## config.mk

```make
export PLATFORM = sky130hd
export DESIGN_NAME = ota_offset_cal_flat
export DESIGN_NICKNAME = d
export VERILOG_FILES = /design/src/rtl/ota_offset_cal_if.sv /design/src/rtl/ota_offset_cal.sv /design/src/flat_wrapper.sv
export SDC_FILE = /design/constraint.sdc
export NUM_CORES = 1
export LEC_CHECK = 0
export BUFFER_PORTS_ARGS = -buffer_cell sky130_fd_sc_hd__buf_4
export CAP_MARGIN = 20
export CORE_AREA = 8 8 61 63
export CTS_CLUSTER_DIAMETER = 150
export DETAILED_ROUTE_END_ITERATION = 8
export DIE_AREA = 0 0 69 71
export MAX_ROUTING_LAYER = met4
export PLACE_DENSITY = 0.76
export SYNTH_ARGS = -nofsm -noshare
export SYNTH_HDL_FRONTEND = slang
export SYNTH_SLANG_ARGS = --single-unit
```

## constraint.sdc

```tcl
create_clock -name clk -period 4.5 [get_ports clk]
set_input_delay 0.9 -clock clk [delete_from_list [all_inputs] [get_ports clk]]
set_output_delay 0.9 -clock clk [all_outputs]
set_load 0.02 [all_outputs]
```

## src/rtl/ota_offset_cal_if.sv

```systemverilog
// ota_offset_cal_if: control/status bundle between the top level and the
// OTA offset calibration engine.
//   ena, start, man_load, man_code : requests into the engine
//   cmp_in                         : raw asynchronous OTA comparator output
//   trim_out, busy, done, cal_valid: registered engine outputs
// master = the side that drives requests (top level / bench),
// slave  = the calibration engine.
interface ota_offset_cal_if #(
  parameter int TRIM_W = 6
) ();
  logic              ena;
  logic              start;
  logic              cmp_in;
  logic              man_load;
  logic [TRIM_W-1:0] man_code;
  logic [TRIM_W-1:0] trim_out;
  logic              busy;
  logic              done;
  logic              cal_valid;

  modport master (
    output ena, start, cmp_in, man_load, man_code,
    input  trim_out, busy, done, cal_valid
  );

  modport slave (
    input  ena, start, cmp_in, man_load, man_code,
    output trim_out, busy, done, cal_valid
  );
endinterface

```

## src/rtl/ota_offset_cal.sv

```systemverilog
// ota_offset_cal: successive-approximation offset trim search for the OTA.
// The OTA output (cmp_in, 1 = trim too high) is synchronized, then each trim
// bit from MSB to LSB is set, allowed to settle, and kept or cleared based on
// the comparator. A manual override loads man_code directly while idle.
// Ports:
//   clk, rst_n : clock, asynchronous active-low reset
//   bus        : ota_offset_cal_if.slave (ena/start/cmp_in/man_load/man_code
//                in; trim_out/busy/done/cal_valid out, all registered)
// Build option: define OTA_CAL_AVG_EN to take three comparator samples per
// bit and decide by majority (rejects a single-cycle glitch).
module ota_offset_cal #(
  parameter int TRIM_W      = 6,
  parameter int SETTLE_CYC  = 16,
  parameter int SYNC_STAGES = 2
) (
  input  logic            clk,
  input  logic            rst_n,
  ota_offset_cal_if.slave bus
);
  localparam int BIT_W = $clog2(TRIM_W);
  localparam int CNT_W = $clog2(SETTLE_CYC + 1);
  localparam logic [TRIM_W-1:0] MID    = {1'b1, {(TRIM_W-1){1'b0}}};
  localparam logic [CNT_W-1:0]  RELOAD = CNT_W'(SETTLE_CYC - 1);

  // The synchronizer must have flushed a new trim's response before sampling.
  if (SETTLE_CYC < SYNC_STAGES) begin : g_bad_settle
    $error("SETTLE_CYC must be >= SYNC_STAGES");
  end

  typedef enum logic [1:0] {IDLE, SETTLE, SAMPLE, DONE} state_t;

  state_t            state_q, state_n;
  logic [TRIM_W-1:0] trim_q, trim_n;
  logic [BIT_W-1:0]  bit_q, bit_n;
  logic [CNT_W-1:0]  cnt_q, cnt_n;
  logic              valid_q, valid_n;
  logic              done_q, done_n;
  logic              busy_q, busy_n;
  logic [SYNC_STAGES-1:0] sync_q;
  logic              cmp_s;
  logic              decide, last;
`ifdef OTA_CAL_AVG_EN
  logic [1:0]        scnt_q, scnt_n;  // sample index within SAMPLE
  logic [1:0]        samp_q, samp_n;  // first two samples of the bit
`endif

  assign cmp_s = sync_q[SYNC_STAGES-1];

  always_ff @(posedge clk or negedge rst_n) begin
    if (!rst_n) sync_q <= '0;
    else        sync_q <= {sync_q[SYNC_STAGES-2:0], bus.cmp_in};
  end

  always_ff @(posedge clk or negedge rst_n) begin
    if (!rst_n) begin
      state_q <= IDLE;
      trim_q  <= MID;
      bit_q   <= '0;
      cnt_q   <= '0;
      valid_q <= 1'b0;
      done_q  <= 1'b0;
      busy_q  <= 1'b0;
`ifdef OTA_CAL_AVG_EN
      scnt_q  <= '0;
      samp_q  <= '0;
`endif
    end else begin
      state_q <= state_n;
      trim_q  <= trim_n;
      bit_q   <= bit_n;
      cnt_q   <= cnt_n;
      valid_q <= valid_n;
      done_q  <= done_n;
      busy_q  <= busy_n;
`ifdef OTA_CAL_AVG_EN
      scnt_q  <= scnt_n;
      samp_q  <= samp_n;
`endif
    end
  end

  always_comb begin
    state_n = state_q;
    trim_n  = trim_q;
    bit_n   = bit_q;
    cnt_n   = cnt_q;
    valid_n = valid_q;
    done_n  = 1'b0;
    decide  = 1'b0;
    last    = 1'b0;
`ifdef OTA_CAL_AVG_EN
    scnt_n  = scnt_q;
    samp_n  = samp_q;
`endif
    case (state_q)
      IDLE: begin
        // start has priority; a coincident man_code is dropped.
        if (bus.start && bus.ena) begin
          trim_n  = MID;
          bit_n   = BIT_W'(TRIM_W - 1);
          cnt_n   = RELOAD;
          valid_n = 1'b0;
          state_n = SETTLE;
        end else if (bus.man_load) begin
          trim_n  = bus.man_code;
          valid_n = 1'b0;
        end
      end
      SETTLE: begin
        if (cnt_q == '0) begin
          state_n = SAMPLE;
`ifdef OTA_CAL_AVG_EN
          scnt_n  = '0;
`endif
        end else begin
          cnt_n = cnt_q - 1'b1;
        end
      end
      SAMPLE: begin
`ifdef OTA_CAL_AVG_EN
        if (scnt_q != 2'd2) begin
          samp_n = {samp_q[0], cmp_s};
          scnt_n = scnt_q + 1'b1;
        end else begin
          decide = (samp_q[1] & samp_q[0]) | (samp_q[1] & cmp_s) |
                   (samp_q[0] & cmp_s);
          last   = 1'b1;
        end
`else
        decide = cmp_s;
        last   = 1'b1;
`endif
        if (last) begin
          if (decide) trim_n[bit_q] = 1'b0;
          if (bit_q != '0) begin
            trim_n[bit_q - 1'b1] = 1'b1;
            bit_n   = bit_q - 1'b1;
            cnt_n   = RELOAD;
            state_n = SETTLE;
          end else begin
            state_n = DONE;
          end
        end
      end
      DONE: begin
        done_n  = 1'b1;
        valid_n = 1'b1;
        state_n = IDLE;
      end
      default: state_n = IDLE;
    endcase

    // Dropping ena aborts without a done pulse and parks the trim at midscale.
    if (!bus.ena && state_q != IDLE) begin
      state_n = IDLE;
      trim_n  = MID;
      valid_n = 1'b0;
      done_n  = 1'b0;
    end

    busy_n = (state_n != IDLE);
  end

  assign bus.trim_out  = trim_q;
  assign bus.busy      = busy_q;
  assign bus.done      = done_q;
  assign bus.cal_valid = valid_q;
endmodule

```

## src/flat_wrapper.sv

```systemverilog
// flat-port wrapper written by rule: the top's interface ports become plain ports
module ota_offset_cal_flat 
#(
  parameter int TRIM_W      = 6,
  parameter int SETTLE_CYC  = 16,
  parameter int SYNC_STAGES = 2
)
  (clk, rst_n, bus_ena, bus_start, bus_cmp_in, bus_man_load, bus_man_code, bus_trim_out, bus_busy, bus_done, bus_cal_valid);
  ota_offset_cal_if #(.TRIM_W(TRIM_W)) bus_i ();
  input  logic clk;
  input  logic rst_n;
  input wire logic [$bits(bus_i.ena)-1:0] bus_ena;
  input wire logic [$bits(bus_i.start)-1:0] bus_start;
  input wire logic [$bits(bus_i.cmp_in)-1:0] bus_cmp_in;
  input wire logic [$bits(bus_i.man_load)-1:0] bus_man_load;
  input wire logic [$bits(bus_i.man_code)-1:0] bus_man_code;
  output wire logic [$bits(bus_i.trim_out)-1:0] bus_trim_out;
  output wire logic [$bits(bus_i.busy)-1:0] bus_busy;
  output wire logic [$bits(bus_i.done)-1:0] bus_done;
  output wire logic [$bits(bus_i.cal_valid)-1:0] bus_cal_valid;
  assign bus_i.ena = bus_ena;
  assign bus_i.start = bus_start;
  assign bus_i.cmp_in = bus_cmp_in;
  assign bus_i.man_load = bus_man_load;
  assign bus_i.man_code = bus_man_code;
  assign bus_trim_out = bus_i.trim_out;
  assign bus_busy = bus_i.busy;
  assign bus_done = bus_i.done;
  assign bus_cal_valid = bus_i.cal_valid;
  ota_offset_cal #(.TRIM_W(TRIM_W), .SETTLE_CYC(SETTLE_CYC), .SYNC_STAGES(SYNC_STAGES)) u_core (.clk(clk), .rst_n(rst_n), .bus(bus_i));
endmodule
```

# Word-level counts from Yosys, hierarchy flattened
# Index checks and enable logic that the tools add are counted.
[word_totals]
ff_bits = 21
latch_bits = 0
ramBits = 0
rom_bits = 0
inputBits = 12
output_inout_bits = 9
word_cells = 71
memories = 0
[classes]
addsub = 2
n_mul = 0
div_mod_pow = 0
magnitude_cmp = 4
n_eq_ne = 7
shifts = 0
muxes = 29
bitwise = 3
n_reduce_logical = 18
[op_table]
columns = ["op", "n"]
rows = [
  ["6-bit two-way mux", 6],
  ["5-bit two-way mux", 3],
  ["5-bit one-hot mux with 3 select lines", 1],
  ["6-bit one-hot mux with 2 select lines", 1],
  ["3-bit nonzero test", 4],
  ["3-bit by 4-bit < comparator with 1-bit output (second input constant)", 2],
  ["2-bit two-way mux", 4],
  ["2-bit one-hot mux with 4 select lines", 1],
  ["1-bit two-way mux", 7],
  ["6-bit bitwise AND", 1],
  ["1-bit demux with 3-bit select", 2],
  ["3-bit by 1-bit >= comparator with 1-bit output (second input constant)", 2],
  ["3-bit two-way mux", 2],
  ["6-bit inverter", 1],
  ["6-bit bitwise OR", 1],
  ["3-bit one-hot mux with 2 select lines", 1],
  ["2-bit nonzero test", 3],
  ["5-bit zero test", 1],
  ["5-bit by 1-bit subtractor with 5-bit output (second input constant)", 1],
  ["2-bit == test (second input constant)", 2],
  ["1-bit logical AND", 4],
  ["2-bit by 1-bit != test with 1-bit output (second input constant)", 2],
  ["4-bit by 2-bit != test with 1-bit output (second input constant)", 1],
  ["2-bit AND reduction", 2],
  ["8 further kinds", 8],
]

# Longest topological paths before layout
[logic_depth]
word_depth = 12
mapped_depth = 7
ltp_nobuf = 6

# Worst setup path after synthesis
# No wires, ideal clock.
[synth_path]
path_kind = "register to register"
start = "register u_core.bit_q[0]"
end = "register u_core.trim_q[2] (netlist: u_core.bus.trim_out[2])"
setup_time_ps = 66
arrival_ps = 1838
required_ps = 4434
path_slack_ps = 2596
path_stages_with_launch = 8
n_path_buf = 1
period_less_slack_ps = 1904
path_cell_list = "dfrtp_1 > clkbuf_1 > inv_1 > ha_1 > or3_1 > a21boi_0 > o41ai_1 > a22o_1"
[synth_between]
elab_chain_cells = 12
word_cells_on_any_way = 20
classes_between = "add/sub: 1; order compare: 4; mux: 9; bitwise: 3; reduce/logical: 3"
[synth_rtl]
columns = ["element", "line", "rtl"]
rows = [
  ["from (decl)", "ota_offset_cal.sv:34", "logic [BIT_W-1:0] bit_q, bit_n;"],
  ["from (signal assigned)", "ota_offset_cal.sv:70", "bit_q <= bit_n;"],
  ["parallel branches: the longest is 9 deep, another holds 3-bit by 4-bit < comparator with 1-bit output", "--", ""],
  ["6-bit two-way mux *", "ota_offset_cal.sv:135", "if (bit_q != '0) begin"],
  ["6-bit one-hot mux with 2 select lines *", "ota_offset_cal.sv:95", "case (state_q)"],
  ["6-bit two-way mux *", "ota_offset_cal.sv:154", "if (!bus.ena && state_q != IDLE) begin"],
  ["to (signal assigned)", "ota_offset_cal.sv:69", "trim_q <= trim_n;"],
  ["to (decl)", "ota_offset_cal.sv:33", "logic [TRIM_W-1:0] trim_q, trim_n;"],
]
# Mark *: on every way between the ends. The select of a mux whose other input is x is not followed.
# A chain may end at the register's enable or synchronous reset.

# Worst setup path in the final report
# Same ends and word-level chain as after synthesis.

==> reports/metrics.cfg <==
[final_layout]
area_growth_pct=15.4
nets=167
final_cell_area_um2=1390
drive_gt1_frac=0.185
num_antenna_cells=0
fillers=287

[global_routing]
grt.overflow.total=0
grt_antenna_before_repair=0
grt_pass1_wl_um=4660
grt_start_max_net_pins=22
grt_pass1_vias=1073
grt_use_total=0.112

[sta]
rsz0062_at_grt=no
tightest_slew_ns=0.576
max-slew-margin-rel=0.606
setup_violations=0
hold_viol=0
finalWorstSetupSlack_ns=2.37
min_period_ns=2.13
fin_crit_sh=0.474
max_freq_mhz=469
clock_skew_ns=0.000648
drv_slew=0
tns_ns=0

[yosys]
yosysTopAreaCell=dfrtp_1
synth-edff-count=0
syn-cell-area_um2=1210
synth_top_area_frac=0.415
async_flop_share=1.00
synth-seq-cells=21
yosys-top-cells-area=dfrtp_1, a21oi_1, nand2_1
post_synth.cell_area_avg_um2=9.08
yosysSeqAreaShare=0.436
syn-num-nets=148
ys_warn_count=0
synth_cells=133
ys_types=46
ys.flop_type=dfrtp_1

[worst_setup_path]
crit_path_end_kind=flop
worstPathRequired_ns=4.74
crit_arrival_ns=2.37
worstSetupPathType=reg -> reg
critPathMaxFanout=9
cp-start-kind=flop
r2r_setup_slack_ns=2.37

[job]
cap_viol_max_count=0

[placed_design]
gp_congestion=0.878
dp_slack_ns=2.36
numPortBuffers=20
post-dp-hpwl_um=2020
placed_cell_area_um2=1370

[clock_tree]
cts_num_sinks=21
htreeDepth=1
hold_buffers=0
worstSkewPairLatency_ns=0.29
cts_tree=yes
cts_resized=0
path_clk_slew_ns=0.11
numCtsBuffers=3
postCtsSetupBuffers=0
cts_root_buffer=clkbuf_4
clock_path_buffers=2

[floorplan]
die_y_um=71
die_w_um=69
ios=21
initial_core_util=0.423
core_um2=2850
fp.dieArea_um2=4900
rows=20

[drt]
first_iter_violations=73
antenna_left=0
vias_per_cell=5.73
drc=0
wirelength_um=2640
drt_first_pass_iters=4
num_vias=1055
wire_per_inst_um=14.3

[power]
total_leakage_power_nw=0.627
vdd_drop_max_mv=0.210
power.density_nw_per_um2=280

[hold_path]
hold_path_class=reg -> reg

[run_status]
status=complete, no violations

==> worst max-delay path, stage by stage (launching register included) <==
cell and delay (ns):
dfrtp_1 0.51, inv_1 0.16, ha_1 0.32, or3_1 0.42, a21boi_0 0.16, o41ai_1 0.31
a22o_1 0.19
==> layer usage <==
layer,share of wire,GRT usage,vias up
met5,0,-,-
met4,0.0098,0.0433,0
met3,0.041,0.0210,4
met2,0.48,0.181,19
met1,0.47,0.135,512
li1,-,-,520
==> synthesized netlist by cell type, drive strengths merged (2+ instances only) <==
cell	count
dfrtp	20
nor2	11
nor2b	2
and3	3
a21oi	9
a31oi	2
ha	3
a21o	3
nand2b	4
a22o	4
inv	6
buf	2
or4b	2
and2	2
o21ai	10
clkbuf	4
xor2	2
nand3	6
nand2	13
nor3	2
==> cell usage in the layout (no fill, tap or decap), drive strengths merged, types with 2 or more instances in the layout <==
master,instances
a21o,3
a21oi,9
a22o,4
a31oi,2
and2,2
and3,3
buf,20
clkbuf,4
dfrtp,20
ha,3
inv,6
nand2,13
nand2b,4
nand3,6
nor2,11
nor2b,2
nor3,2
o21ai,10
or4b,2
xor2,2
==> layout make-up <==
| class | instances | area, µm² | share of cell area |
|---|---|---|---|
| well taps | 33 | 41.3 | 0.0296 |
| clock buffers | 4 | 26.3 | 0.0189 |
| repair buffers | 20 | 150 | 0.108 |
| inverters | 6 | 22.5 | 0.0162 |
| multi-input cells | 100 | 627 | 0.450 |
| flip-flops and latches | 21 | 527 | 0.378 |
==> sequential cells by signal, summed over array words and instances (netlist names) <==
name                  cells
u_core.sync_q             2
u_core.bus.cal_valid      1
u_core.bus.busy           1
u_core.cnt_q              5
u_core.bus.done           1
u_core.bus.trim_out       6
u_core.bit_q              3
u_core.state_q            2
==> worst paths after layout <==
path,end,startpoint,cells after the start
worst max-delay path,u_core.bus.trim_out[2],u_core.bit_q[0],6
worst min-delay path,u_core.sync_q[1],u_core.sync_q[0],0
worst max register to register,u_core.bus.trim_out[2],u_core.bit_q[0],6
worst min register to register,u_core.sync_q[1],u_core.sync_q[0],0
max in group asynchronous,u_core.bus.trim_out[5],rst_n,1
min in group asynchronous,u_core.bus.trim_out[1],rst_n,1
==> kinds of logic (layout without fill, tap and decap cells) <==
| family | count (synthesis) | after routing | synth area share |
|---|---|---|---|
| and+or+nand+nor | 53 | 53 | 0.236 |
| AOI/OAI and AO/OA | 41 | 41 | 0.228 |
| DFF | 21 | 21 | 0.436 |
| buffers and inverters | 12 | 30 | 0.0445 |
| adders and majority gates | 3 | 3 | 0.0311 |
| xor gates and xnor gates | 2 | 2 | 0.0145 |
| muxes | 1 | 1 | 0.00933 |
==> where the power goes <==
part           switching, mW  internal (mW)  total [mW]  leakage, nW
Sequential            0.0168          0.207       0.224        0.250
Combinational         0.0422         0.0379      0.0801        0.362
Clock                 0.0520         0.0345      0.0865       0.0150
==> per-stage QoR <==
stage | total power [mW] | std cells | hold slack, ns | util
after floorplan | 0.274 | 133 | 0.331 | -
after detailed placement | 0.309 | 180 | 0.340 | 0.479
after global placement | 0.306 | 180 | 0.332 | 0.479
final | 0.390 | 184 | 0.370 | 0.489
after CTS | 0.398 | 184 | 0.367 | 0.489
after global routing | 0.418 | 184 | 0.397 | 0.489
Power figures use the tool's default switching activity.
